File: config.mk
export PLATFORM = sky130hd
export DESIGN_NAME = step_sequencer
export DESIGN_NICKNAME = d
export VERILOG_FILES = /design/src/rtl/step_sequencer.sv
export SDC_FILE = /design/constraint.sdc
export NUM_CORES = 1
export LEC_CHECK = 0
export ABC_AREA = 1
export CORE_AREA = 2 2 64 66
export DETAILED_ROUTE_END_ITERATION = 6
export DIE_AREA = 0 0 66 68
export GPL_TIMING_DRIVEN = 0
export PLACE_DENSITY = 0.72
export SLEW_MARGIN = 20
export SYNTH_ARGS = -nofsm -noshare
export SYNTH_HDL_FRONTEND = slang
export SYNTH_SLANG_ARGS = --single-unit
File: constraint.sdc
create_clock -name Clk -period 1.5 [get_ports Clk]
set_clock_uncertainty 0.05 [all_clocks]
set_input_delay 0.3 -clock Clk [delete_from_list [all_inputs] [get_ports Clk]]
set_output_delay 0.3 -clock Clk [all_outputs]
set_load 0.05 [all_outputs]
File: src/rtl/step_sequencer.sv
// step_sequencer: multicycle control front end of the 16-bit RISC core.
// Holds the instruction register, the step counter and the NZC status word,
// and picks the step count for each instruction class from the latched IR.
module step_sequencer #(
    parameter logic [15:0] RESET_IR  = 16'h0000,
    parameter logic [2:0]  LAST_STEP = 3'd4
) (
    input  logic        Clk,
    input  logic        Rst,
    input  logic        Start,
    input  logic        Stall,
    input  logic [15:0] MemData,
    input  logic        Buff_MEMIns,
    input  logic        Buff_PSW,
    input  logic        Done,
    input  logic [2:0]  ALU_NZC,
    output logic [15:0] Ins,
    output logic [7:0]  InsM,
    output logic [1:0]  InsL,
    output logic [2:0]  Cnt,
    output logic [2:0]  PSW,
    output logic [1:0]  PSW_NZC,
    output logic        Running,
    output logic        Halted
);

    typedef enum logic [1:0] {
        S_IDLE = 2'd0,
        S_RUN  = 2'd1,
        S_HALT = 2'd2
    } state_t;

    state_t      state_q, state_d;
    logic [2:0]  cnt_q, cnt_d;
    logic [15:0] ir_q, ir_d;
    logic [2:0]  psw_q, psw_d;
    logic        running_q, halted_q;

    logic        is_sys;
    logic        is_halt;
    logic        short_len;
    logic        done_window;
    logic [2:0]  cnt_step;

    // Instruction class decode from the latched IR (valid from Cnt=1 on).
    always_comb begin
        is_sys      = (ir_q[15:11] == 5'b11100);
        is_halt     = is_sys && (ir_q[1:0] == 2'b01);
        short_len   = (ir_q[15] && !is_sys) || (is_sys && (ir_q[1:0] == 2'b00));
        done_window = is_halt && ((cnt_q == 3'd2) || (cnt_q == 3'd3));
    end

    // Next step index: wrap at LAST_STEP, short instructions return after step 1.
    always_comb begin
        cnt_step = cnt_q + 3'd1;
        if (cnt_q >= LAST_STEP) begin
            cnt_step = '0;
        end else if ((cnt_q == 3'd1) && short_len) begin
            cnt_step = '0;
        end
    end

    // Next-state logic for the sequencer, IR and PSW.
    always_comb begin
        state_d = state_q;
        cnt_d   = cnt_q;
        ir_d    = ir_q;
        psw_d   = psw_q;
        unique case (state_q)
            S_IDLE: begin
                cnt_d = '0;
                if (Start) begin
                    state_d = S_RUN;
                end
            end
            S_RUN: begin
                if (!Stall && Buff_PSW) begin
                    psw_d = ALU_NZC;
                end
                // Done wins over Stall; Cnt stays on the step where HALT was seen.
                if (Done && done_window) begin
                    state_d = S_HALT;
                end else if (!Stall) begin
                    if (Buff_MEMIns && (cnt_q == 3'd0)) begin
                        ir_d = MemData;
                    end
                    cnt_d = cnt_step;
                end
            end
            S_HALT: begin
                state_d = S_HALT;
            end
            default: begin
                state_d = S_IDLE;
                cnt_d   = '0;
            end
        endcase
    end

    // State, IR, PSW and status flag registers with synchronous reset.
    always_ff @(posedge Clk) begin
        if (Rst) begin
            state_q   <= S_IDLE;
            cnt_q     <= '0;
            ir_q      <= RESET_IR;
            psw_q     <= '0;
            running_q <= 1'b0;
            halted_q  <= 1'b0;
        end else begin
            state_q   <= state_d;
            cnt_q     <= cnt_d;
            ir_q      <= ir_d;
            psw_q     <= psw_d;
            running_q <= (state_d == S_RUN);
            halted_q  <= (state_d == S_HALT);
        end
    end

    assign Ins     = ir_q;
    assign InsM    = ir_q[15:8];
    assign InsL    = ir_q[1:0];
    assign Cnt     = cnt_q;
    assign PSW     = psw_q;
    assign PSW_NZC = psw_q[1:0];
    assign Running = running_q;
    assign Halted  = halted_q;

endmodule

# After elaboration in Yosys (flattened, before gate mapping)
# Index checks and enable logic that the tools add are counted.
[op_classes] n_eq_ne=11 bitwise_logic=3 n_addsub=1 n_mul=0 n_shift=0 muxes=8 magnitude_cmp=1 div_mod_pow=0 reduce_logical=18
[op_table] op="$mux W3" count=4
[op_table] op="$logic_and A1 B1 Y1" count=8
[op_table] op="$eq A2 B1 Y1 const B" count=3
[op_table] op="$eq A3 B2 Y1 const B" count=2
[op_table] op="$pmux W2 S3" count=1
[op_table] op="$pmux W3 S2" count=1
[op_table] op="$eq A5 B5 Y1 const B" count=1
[op_table] op="$eq A2 B2 Y1 const B" count=2
[op_table] op="$logic_not A2 Y1" count=2
[op_table] op="$mux W2" count=2
[op_table] op="$ne A2 B2 Y1 const B" count=2
[op_table] op="$reduce_and A4 Y1" count=1
[op_table] op="$add A3 B1 Y3 const B" count=1
[op_table] op="$eq A3 B1 Y1 const B" count=1
[op_table] op="$ge A3 B3 Y1 const B" count=1
[op_table] op="$logic_not A3 Y1" count=1
[op_table] op="$not A1 Y1" count=3
[op_table] op="$reduce_and A3 Y1" count=1
[op_table] op="$logic_not A1 Y1" count=2
[op_table] op="$logic_or A1 B1 Y1" count=2
[op_table] op="$reduce_and A2 Y1" count=1
[totals] elab_cells=48 n_memories=0 out_inout_bits=36 mem_bits_rw=0 reg_bits=26 romBits=0 inputBits=26 latch_bits=0

# Depth between registers and ports, before layout
[logic_depth] depth_word=10 depth_mapped=10 ltp_nobuf=9

# Least setup slack after synthesis
# No wires, ideal clock.
[synth_timing] path_type="reg-to-reg" from="register cnt_q[0] (netlist: Cnt[0])" to="register ir_q[14] (netlist: Ins[14])" setup_time_ns=0.132 required_time_ns=1.318 arrival_time_ns=1.616 path_slack_ns=-0.299 path_stages_with_launch=10 path_cell_list="dfxtp_1 > inv_1 > ha_1 > nand2_1 > nand2_1 > nand3_2 > nand3_4 > buf_4 > nand2_1 > a21oi_1"
[synth_via] elab_chain_cells=6 word_cells_on_any_way=9
[synth_rtl] item="start, declared" line_no="34" rtl="logic [2:0] cnt_q, cnt_d;"
[synth_rtl] item="start signal, assigned" line_no="111" rtl="cnt_q <= cnt_d;"
[synth_rtl] item="$eq A3 B2 Y1" line_no="50" rtl="done_window = is_halt && ((cnt_q == 3'd2) || (cnt_q == 3'd3));"
[synth_rtl] item="$logic_or A1 B1 Y1" line_no="50"
[synth_rtl] item="$logic_and A1 B1 Y1" line_no="50"
[synth_rtl] item="$logic_and A1 B1 Y1" line_no="81" rtl="if (Done && done_window) begin"
[synth_rtl] item="$not A1 Y1 (no line)"
[synth_rtl] item="$reduce_and A4 Y1 (no line) (*)"
[synth_rtl] item="end signal, assigned" line_no="112" rtl="ir_q <= ir_d;"
[synth_rtl] item="end, declared" line_no="35" rtl="logic [15:0] ir_q, ir_d;"
# Every way passes the cells marked *; elsewhere a longest branch is shown, timed or not.
# A chain may end at the register's enable or synchronous reset.

# Final worst setup path
[layout_timing] from="register cnt_q[1] (netlist: Cnt[1])" to="register ir_q[8] (netlist: Ins[8])"
# Same word-level chain as after synthesis.

==> results.md <==
- The core outline area is 3860 sq um.
- The number of nets produced by synthesis is 205.
- The height of the die is 68 microns.
- The final critical path takes up 98.9% of the cycle.
- The total congestion overflow after global routing is 0.
- The number of antenna violations at the first check in global routing is 0.
- After detailed routing, the number of remaining DRC violations is 0.
- Measured along the x axis, the die boundary spans 66 microns.
- The final instance area is 2150 sq um.
- The warning count from the yosys run is 0.
- After legalization and detailed placement, the total HPWL measured 2.40 mm.
- In this run the critical register-to-register path is launched from Cnt[1].
- The cell count after synthesis came out at 174.
- The first routing iteration left 58 violations.
- Summed over all cells, the static leakage comes to 0.951 nW.
- The clock-pin slew on the worst setup and hold paths is 0.09 ns.
- Registers are responsible for 45.3% of the overall power.
- The count of port buffers added during placement is 61.
- The area of the die is 4490 sq um.
- The largest individual stage delay along the critical path comes from the cell sky130_fd_sc_hd__dfxtp_4.
- Of the total power, the share spent switching nets is 31.3%.
- The hold violation total from the final report came to 0.
- The TritonCTS clock tree is yes.
- The placer's final routability congestion estimate is 0.839.
- The sort of element at the end of the critical path is a register.
- In this run the worst path has a maximum fanout of 5.
- The share of total power in combinational logic is 26.3%.
- In this run the worst hold path is classified as reg -> reg.
- The depth of the worst register-to-register path is 8.
- Setup repair after global routing could not meet its margin everywhere.
- The number of diodes added for antenna fixing is 0.
- Relative to the synthesized area, the layout overhead comes to 65.9%.
- The maximum frequency from static timing analysis is 674 MHz.
- The share of layout cells above drive strength 1 is 41.0%.
- The clock network burns 28.4% of the power.
- Leaving out fill and tap cells, the most frequent cells in the layout are 29 x sky130_fd_sc_hd__nand2_1, 25 x sky130_fd_sc_hd__clkdlybuf4s50_1, 23 x sky130_fd_sc_hd__nor2_1.
- The number of I/O pins is 62.
- The maximum level of the CTS H-tree is 1.
- In this run the core area contains 23 standard-cell rows.
- Once placement finished, the instance area stood at 1990 sq um.
- Counting instances, the worst hold path has a depth of 2.
- Internal power comes to 0.00112 W.
- The worst-case headroom to the max-slew limit is 60.6%.
- Dividing total power by cell area gives a power density of 756 nW/um^2.
- The tree is rooted in a sky130_fd_sc_hd__clkbuf_8.
- The largest net degree at the start of global routing is 15.
- The worst path setup slack after routing is 0.0160 ns.
- The count of TritonRoute iterations in the first routing pass is 4.
- The routed wire length per instance is 11.7 microns.
- The detail route stage leaves a number of antenna-violating nets equal to 0.
- The largest area contributor in the netlist is sky130_fd_sc_hd__dfxtp_1.
- The clock sink count is 26.
- After detailed routing, the number of vias per cell comes to 4.45.
- Global routing consumed, over all layers together, 15.2% of the routing resources.
- The number of hold buffers added after CTS is 0.
- OpenSTA, run right after detailed placement, puts the worst setup slack at -0.237 ns.
- After synthesis, the mean cell area works out to 7.46 sq um.
- In this run the most critical hold path is launched from Ins[4].
- The power after layout is 0.00163 W.
- The number of nets in the layout is 276.
- The unique cell type count in the Yosys netlist is 21.
- The total net switching power is 0.000509 W.
- The worst-case IR drop observed on VDD is 0.291 mV.
- Summing over every cut layer, the via total after detailed routing is 1309.
- STA classifies the critical path startpoint as a register.
- In the post-synthesis netlist, the biggest area contributors are sky130_fd_sc_hd__dfxtp_1 40%, sky130_fd_sc_hd__nand2_1 12%, sky130_fd_sc_hd__buf_4 7.5%.
- The worst path in the final design needs a cycle of 1.48 ns, including I/O delays and setup.
- The number of register bits inferred by synthesis is 26.
- The via count of the first global-routing pass is 1147.
- The clock latency on the worst-skew pair is 0.27 ns.
- The count of final max-slew check failures is 0.
- The maximum clock path buffer count is 2.
- The critical path goes through inv_1 -> ha_1 -> nand2_2 -> nor2_8 -> nand3_4 -> buf_6 -> nand2_1 -> a21oi_1.
- The maximum cell stage delay along the critical path is 0.37 ns.
- The global-route wire length before repair is 5.27 mm.
- Once the floorplan was initialized, standard cells occupied 33.7% of the core.
- Wires add up to 3.45 mm.
- The worst setup path is of the reg -> reg kind.
- Setup violations remaining at the end of the flow were counted as 0.
- The source of the critical timing path is Cnt[1].
- The most common library cell in the layout ignoring fill and taps is sky130_fd_sc_hd__nand2_1.
- After synthesis the cells add up to 1300 sq um.
- The transition time at the pin with the least slew margin is 0.591 ns.
- The data required time of the critical path is 1.59 ns.
- The number of clock buffers added by TritonCTS is 3.
- The count of max-cap constraint violations is 0.
- Final hold analysis gives a worst-case slack of 0.415 ns.
- The run finished with clean final reports.
- Data arrives at the worst endpoint at 1.58 ns.
- The sequential area share after synthesis is 40.1%.
- The area share of the largest cell type after synthesis is 40.1%.
- Fill cells in the final layout number 375.
[cells in the mapped netlist]
cell type                  instances
sky130_fd_sc_hd__nand4_1          13
sky130_fd_sc_hd__dfxtp_1          26
sky130_fd_sc_hd__buf_2             2
sky130_fd_sc_hd__nand2_1          40
sky130_fd_sc_hd__nor2_2            1
sky130_fd_sc_hd__nor2_8            1
sky130_fd_sc_hd__buf_6             2
sky130_fd_sc_hd__clkbuf_1          2
sky130_fd_sc_hd__nand3_4           1
sky130_fd_sc_hd__ha_1              5
sky130_fd_sc_hd__nor3_1            1
sky130_fd_sc_hd__nor2_4            1
sky130_fd_sc_hd__inv_1            15
sky130_fd_sc_hd__nand3_2           1
sky130_fd_sc_hd__nand3_1           3
sky130_fd_sc_hd__inv_2             3
sky130_fd_sc_hd__nand2_4           1
sky130_fd_sc_hd__a21oi_1          13
sky130_fd_sc_hd__nor2_1           26
sky130_fd_sc_hd__o21ai_0           4
sky130_fd_sc_hd__buf_4            13
[per-layer routing]
metal  vias to the layer above  routed length (microns)  GRT usage, %
li1                        683                        -             -
met1                       576                     1520          19.4
met2                        45                     1640          25.8
met3                         5                      248          3.29
met4                         0                       38          4.59
met5                         -                        0             0
[final cells by class]
cell class | instances | area (sq um) | share of cell area (%)
repair buffers | 66 | 602 | 27.9
inverters | 18 | 67.6 | 3.14
well taps | 50 | 62.6 | 2.90
plain buffers | 19 | 149 | 6.91
clock buffers | 4 | 55.1 | 2.56
multi-input cells | 111 | 682 | 31.6
flip-flops and latches | 26 | 537 | 24.9
[through the flow]
step	utilization, %	TNS, ns	instances
2_1_floorplan	-	0	174
3_3_place_gp	51.7	-4.69	285
3_5_place_dp	51.7	-5.09	285
4_1_cts	55.1	0	293
5_1_grt	55.9	-1.08	294
6_report	55.9	0	294
[final timing paths]
kind	to	slack [ns]
setup / recovery	Ins[8]	0.02
setup reg to reg	Ins[8]	0.02
hold / removal	Ins[4]	0.42
hold reg to reg	Ins[4]	0.42
[cells by family after synthesis]
kind of cell | synth area share [%]
flip-flops | 40.1
buffers and inverters | 15.8
adder cells (fa/ha/maj) | 4.82
AO/OA/AOI/OAI | 6.55
AND/OR/NAND/NOR | 32.8
[critical path: cells and delay by family, from the launching register on]
family / cells / cell delay [ns]
AO/OA/AOI/OAI: 1 / 0.05
adder cells (fa/ha/maj): 1 / 0.19
buffers and inverters: 2 / 0.27
flip-flops: 1 / 0.37
AND/OR/NAND/NOR: 4 / 0.41
[repair_timing]
| item | CTS | global route |
|---|---|---|
| gates cloned | 2 | 1 |
| pin swaps | 2 | 6 |
| setup buffers | 2 | 0 |
| setup endpoints to repair | 55 | 38 |
| gates resized for setup | 93 | 53 |
[flip-flops by register name, summed over array words and instances (netlist names)]
register,count
Ins,16
PSW,3
state_q,2
Halted,1
Cnt,3
Running,1
[power groups by stage]
stage / registers (W) / clock network (W) / logic, W
6_report: 0.000738 / 0.000463 / 0.000428
5_1_grt: 0.000742 / 0.000499 / 0.000461
4_1_cts: 0.000737 / 0.000470 / 0.000411
3_5_place_dp: 0.000751 / 0 / 0.000418
3_3_place_gp: 0.000750 / 0 / 0.000415
2_1_floorplan: 0.000833 / 0 / 0.000175
Power figures use the tool's default switching activity.
